## src/rtl/core_pc_gen.sv

```systemverilog
// core_pc_gen: front-end PC generator feeding instruction fetch.
// It produces one 8-byte, two-slot fetch packet per cycle. The packet PC
// advances sequentially, moves to the predicted target on a BTB hit, or
// loads the backend redirect target.
// Build option CORE_PC_GEN_BTB_EN: when defined, a direct-mapped BTB with
// 2-bit counters supplies per-slot predictions and learns from branch
// resolution. When undefined, fetch is purely sequential and upd_* is ignored.
module core_pc_gen #(
  parameter logic [31:0] RESET_PC  = 32'h1c00_0000,
  parameter int          BTB_DEPTH = 64,
  parameter int          BTB_TAG_W = 10
) (
  input  logic        clk,
  input  logic        rst_n,
  input  logic        rst_jmp_i,
  input  logic [31:0] rst_target_i,
  input  logic        stall_i,
  output logic [31:0] pc_o,
  output logic [31:0] npc_o,
  output logic [1:0]  valid_o,
  output logic [1:0]  pred_taken_o,
  output logic [31:0] pred_target_o,
  input  logic        upd_valid_i,
  input  logic [31:0] upd_pc_i,
  input  logic        upd_taken_i,
  input  logic [31:0] upd_target_i
);

  logic [31:0] pc_r;
  logic [31:0] npc_s;
  logic [31:0] seq_pc_s;
  logic        unused_s;

  // Sequential fall-through; the 29-bit add wraps 32'hffff_fff8 to 0.
  assign seq_pc_s = {pc_r[31:3] + 29'd1, 3'b000};

  // Only part of the update address and target feed the BTB, and none of
  // it does when the BTB is not built.
  assign unused_s = ^{upd_valid_i, upd_taken_i, upd_pc_i, upd_target_i};

`ifdef CORE_PC_GEN_BTB_EN
  localparam int IDX_W   = $clog2(BTB_DEPTH);
  localparam int TAG_LSB = 3 + IDX_W;

  // Saturating increment of a 2-bit direction counter.
  function automatic logic [1:0] cnt_inc(input logic [1:0] cnt);
    if (cnt == 2'b11) begin
      cnt_inc = 2'b11;
    end else begin
      cnt_inc = cnt + 2'b01;
    end
  endfunction

  // Saturating decrement of a 2-bit direction counter.
  function automatic logic [1:0] cnt_dec(input logic [1:0] cnt);
    if (cnt == 2'b00) begin
      cnt_dec = 2'b00;
    end else begin
      cnt_dec = cnt - 2'b01;
    end
  endfunction

  // BTB storage: only the valid bits need reset; the payload is qualified by them.
  logic [BTB_DEPTH-1:0] btb_v_r;
  logic [BTB_TAG_W-1:0] btb_tag_r  [BTB_DEPTH];
  logic                 btb_slot_r [BTB_DEPTH];
  logic [29:0]          btb_tgt_r  [BTB_DEPTH];
  logic [1:0]           btb_cnt_r  [BTB_DEPTH];

  logic [IDX_W-1:0]     rd_idx_s;
  logic [BTB_TAG_W-1:0] rd_tag_s;
  logic                 hit_s;
  logic                 taken_s;

  logic [IDX_W-1:0]     upd_idx_s;
  logic [BTB_TAG_W-1:0] upd_tag_s;
  logic                 upd_match_s;

  // Lookup on the current packet. The slot check rejects a branch that sits
  // before the start slot of a packet entered at its upper half.
  assign rd_idx_s = pc_r[3 +: IDX_W];
  assign rd_tag_s = pc_r[TAG_LSB +: BTB_TAG_W];
  assign hit_s    = btb_v_r[rd_idx_s]
                 && (btb_tag_r[rd_idx_s] == rd_tag_s)
                 && (btb_slot_r[rd_idx_s] >= pc_r[2]);
  assign taken_s  = hit_s && btb_cnt_r[rd_idx_s][1];

  // Training address decode; a match needs the exact slot as well.
  assign upd_idx_s   = upd_pc_i[3 +: IDX_W];
  assign upd_tag_s   = upd_pc_i[TAG_LSB +: BTB_TAG_W];
  assign upd_match_s = btb_v_r[upd_idx_s]
                    && (btb_tag_r[upd_idx_s] == upd_tag_s)
                    && (btb_slot_r[upd_idx_s] == upd_pc_i[2]);

  // Per-slot valid, prediction and next PC from the lookup result.
  always_comb begin
    valid_o = pc_r[2] ? 2'b10 : 2'b11;
    if (taken_s) begin
      pred_target_o = {btb_tgt_r[rd_idx_s], 2'b00};
      npc_s         = {btb_tgt_r[rd_idx_s], 2'b00};
      if (btb_slot_r[rd_idx_s]) begin
        pred_taken_o = 2'b10;
      end else begin
        pred_taken_o = 2'b01;
        valid_o[1]   = 1'b0;
      end
    end else begin
      pred_taken_o  = 2'b00;
      pred_target_o = 32'h0000_0000;
      npc_s         = seq_pc_s;
    end
  end

  // Valid bits: cleared on reset, set when a taken miss allocates an entry.
  always_ff @(posedge clk) begin
    if (!rst_n) begin
      btb_v_r <= {BTB_DEPTH{1'b0}};
    end else if (upd_valid_i && !upd_match_s && upd_taken_i) begin
      btb_v_r[upd_idx_s] <= 1'b1;
    end
  end

  // Entry payload training; a taken miss replaces whatever occupied the index.
  always_ff @(posedge clk) begin
    if (rst_n && upd_valid_i) begin
      if (upd_match_s) begin
        if (upd_taken_i) begin
          btb_cnt_r[upd_idx_s] <= cnt_inc(btb_cnt_r[upd_idx_s]);
          btb_tgt_r[upd_idx_s] <= upd_target_i[31:2];
        end else begin
          btb_cnt_r[upd_idx_s] <= cnt_dec(btb_cnt_r[upd_idx_s]);
        end
      end else if (upd_taken_i) begin
        btb_tag_r[upd_idx_s]  <= upd_tag_s;
        btb_slot_r[upd_idx_s] <= upd_pc_i[2];
        btb_tgt_r[upd_idx_s]  <= upd_target_i[31:2];
        btb_cnt_r[upd_idx_s]  <= 2'b10;
      end
    end
  end
`else
  // Sequential-only fetch: no predictions, start slot alone sets validity.
  always_comb begin
    valid_o       = pc_r[2] ? 2'b10 : 2'b11;
    pred_taken_o  = 2'b00;
    pred_target_o = 32'h0000_0000;
    npc_s         = seq_pc_s;
  end
`endif

  // PC register: redirect beats stall; a redirect target may be unaligned.
  always_ff @(posedge clk) begin
    if (!rst_n) begin
      pc_r <= RESET_PC;
    end else if (rst_jmp_i) begin
      pc_r <= rst_target_i;
    end else if (!stall_i) begin
      pc_r <= npc_s;
    end
  end

  assign pc_o  = pc_r;
  assign npc_o = npc_s;

endmodule

```

## config.mk

```make
export PLATFORM = sky130hd
export DESIGN_NAME = core_pc_gen
export DESIGN_NICKNAME = d
export VERILOG_FILES = /design/src/rtl/core_pc_gen.sv
export SDC_FILE = /design/constraint.sdc
export NUM_CORES = 1
export LEC_CHECK = 0
export BUFFER_PORTS_ARGS = -buffer_cell sky130_fd_sc_hd__buf_4
export CORE_UTILIZATION = 40
export CTS_CLUSTER_SIZE = 12
export DETAILED_ROUTE_END_ITERATION = 10
export GPL_ROUTABILITY_DRIVEN = 0
export MAX_ROUTING_LAYER = met4
export PLACE_DENSITY = 0.86
export SLEW_MARGIN = 20
export SYNTH_ARGS = -nofsm -noshare
export SYNTH_HDL_FRONTEND = slang
export SYNTH_SLANG_ARGS = --single-unit
```

## constraint.sdc

```tcl
create_clock -name clk -period 2.6 [get_ports clk]
set_input_delay 0.26 -clock clk [delete_from_list [all_inputs] [get_ports clk]]
set_output_delay 0.26 -clock clk [all_outputs]
set_load 0.05 [all_outputs]
```

==> results.md <==
- Outcome: completed
- Slew headroom: 65.3%
- Unique cell type count in the Yosys netlist: 45
- Initial core utilization: 41.9%
- Static leakage: roughly 0.0016 µW
- Crit-path max FO: 6
- Die ar.: around 6600 µm²
- Grt ovf: 0
- Final WS setup: 0.0826 ns
- Fmax: 0.397 GHz
- Worst setup EP type: output pin
- Fin area: 3630 µm²
- IO Pins: just over 200
- Clk sinks: 32
- Final setup violation count: 0
- Max FFs per register: 32
- Via Count: 2707
- Post-route clock period utilization: between 90 and 100%
- Cell Rows: 28
- Worst skew pair latency: 0.29 ns
- Clock tree buffer depth: 2
- Seq/Total Area, Yosys: roughly a quarter
- Main synth FF type: dfxtp_1
- Via density: 5.35
- Synth Instances: between 300 and 400
- ANT cells: 0
- Final Slew Violations: 0
- Mean Syn Cell Area: 7.60 µm²
- Die height: around 81 µm
- CP cell instances: buf_12, nand4_4, or4_4, nor3_1, xor2_2, buf_4
- Area leader, netlist: dfxtp_1
- Worst-path clk slew: 0.07 ns
- Vias in the first global route: 2482
- Max Cap Viol: 0
- Placed insts: 486
- Largest net degree at the start of global routing: just over 40
- Arr. time, crit path: roughly 2.3 ns
- RSZ-0062 raised after global routing: true
- Async S/R FF share, synth: 0%
- Layout cells sized above 1: 39.2%
- CTS root buf: clkbuf_8
- Synth top area share: about a quarter
- Data required, critical path: 2.34 ns
- Startpoint types: register
- Register bit total from synthesis: 32
- Initial antenna violation count: 0
- Fill count: ~530
- Detailed Routing Iterations Pass 1: 4
- PortBufs: 97
- Routed len/inst: 14.4 µm
- Hold Crit Class: in2reg
- Warnings, synthesis: 0
- Synth Cell Area: 2510 µm²
- Nets: about 530
- Pwr dens: 485 nW/µm²
- Placed Area: 3360 µm²
- Final Hold Vio Count: 0
- Multi-input combinational cell area: 1830 µm²
- Final HPWL DP: 5160 µm
- CP max stage cell: or4_4
- Post-Place Worst Slack: 0.125 ns
- Dominant cells by area after synthesis: dfxtp_1 26%, buf_4 11%, xor2_1 8.4%
- P&R area growth vs syn: 45.0%
- Register Area: approximately 660 µm²
- Core area: 5990 µm²
- Die X: between 80 and 90 µm
- Post-synth EDFFs: 0
- CTS buffer count: 5
- First-pass GRT wire length: 11100 µm
- Worst-margin pin slew: ~0.52 ns
- Iter 0 DRT Violations: between 150 and 200
- Worst stage delay on the critical path: 0.60 ns
- Final WL: 7260 µm
- Min cycle time layout: 2.52 ns
- Fin Hold WS: 0.196 ns
- Non-filler cells, final: 506
- Peak supply drop: around 0.00030 V
- Gr usage total: 22.2%
- # DRC: 0
- ANT nets after route: 0
- Max Clock Skew: 0.00949 ns
- CTS tree: built
- Max H-tree Level: 2
- Crit path kind: reg2out
==> path summary, 6_finish.rpt <==
kind,depth (start not counted),end,startpoint,slack [ns]
setup / recovery,6,npc_o[24],pc_o[4],0.08
hold / removal,2,pc_o[4],rst_target_i[4],0.20
setup reg to reg,6,pc_o[21],pc_o[4],0.45
hold reg to reg,2,pc_o[21],pc_o[21],0.58
==> timing repair <==
action | in CTS | in global routing
resized for setup | 8 | 6
buffers inserted | 3 | 9
gates cloned | 0 | 0
endpoints found under the setup margin | 7 | 10
pin swaps | 1 | 4
hold buffers | 0 | 0
==> routing by layer <==
| metal | track usage, % | share of wire (%) | vias to the layer above |
|---|---|---|---|
| li1 | - | - | 1306 |
| met2 | 38.3 | 52 | 122 |
| met4 | 6.96 | 0.61 | 0 |
| met5 | - | 0 | - |
| met3 | 4.61 | 7.1 | 6 |
| met1 | 25.5 | 41 | 1273 |
==> Yosys cell counts, drive strengths merged, types with 3 or more instances <==
cell type,n
o211a,3
inv,6
or3,4
xnor2,14
xor2,24
nor4,8
nand3,7
nor3b,3
nor3,17
a31oi,10
o31ai,6
or4,10
buf,46
dfxtp,32
nor2,14
nand2,26
and3,3
o21ai,27
nand2b,3
clkbuf,16
a211oi,3
and2,4
nand4,11
and4,4
a21oi,7
==> report_power, final <==
part,total [µW],switching [µW],internal (µW)
Combinational,680,480,200
Clock,483,198,285
Sequential,601,73.7,528
Total,1760,752,1010
==> per-stage QoR <==
stage	TNS [ns]	util (%)	total power (µW)
floorplan	-0.270	-	1140
global route	-0.0249	60.7	1830
detailed placement	0	56.1	1270
global placement	0	56.1	1260
CTS	0	58.8	1760
finish	0	60.7	1760
==> placed cells by master, fill, tap and decap left out, types with 5 or more instances in the layout <==
cell type / netlist / layout
nand3_1: 7 / 7
a21oi_1: 7 / 7
nor3_1: 17 / 13
inv_1: 6 / 6
a31oi_1: 10 / 10
conb_1: 2 / 38
nor4_1: 8 / 7
xor2_2: 0 / 6
clkbuf_8: 0 / 5
xor2_1: 24 / 14
nor2_1: 14 / 12
o31ai_1: 6 / 6
or4_1: 10 / 7
nand4_1: 10 / 10
dfxtp_2: 0 / 13
nand2_1: 26 / 26
xnor2_1: 14 / 10
buf_4: 38 / 115
dfxtp_1: 32 / 17
o21ai_0: 27 / 27
==> area by class of cell <==
class,count,area share (%)
multi-input cells,265,50.2
repair buffers,119,25.2
flip-flops and latches,32,18.3
well taps,75,2.58
clock buffers,6,2.00
clock inverters,2,0.964
inverters,7,0.723
==> logic make-up after synthesis <==
kind of cell    synth area share (%)
simple gates                    26.4
buf+inv                         16.2
compound gates                  17.0
xor+xnor                        13.3
flops                           25.5
other cells                    0.300
mux                            0.798
fa+ha+maj                      0.499
==> worst max-delay path: cells and delay by family (launching register included) <==
family / cells / cell delay, ns
simple gates: 3 / 1.06
flops: 1 / 0.40
xor+xnor: 1 / 0.19
buf+inv: 2 / 0.33
No activity file was read; power rests on OpenSTA's default activity.
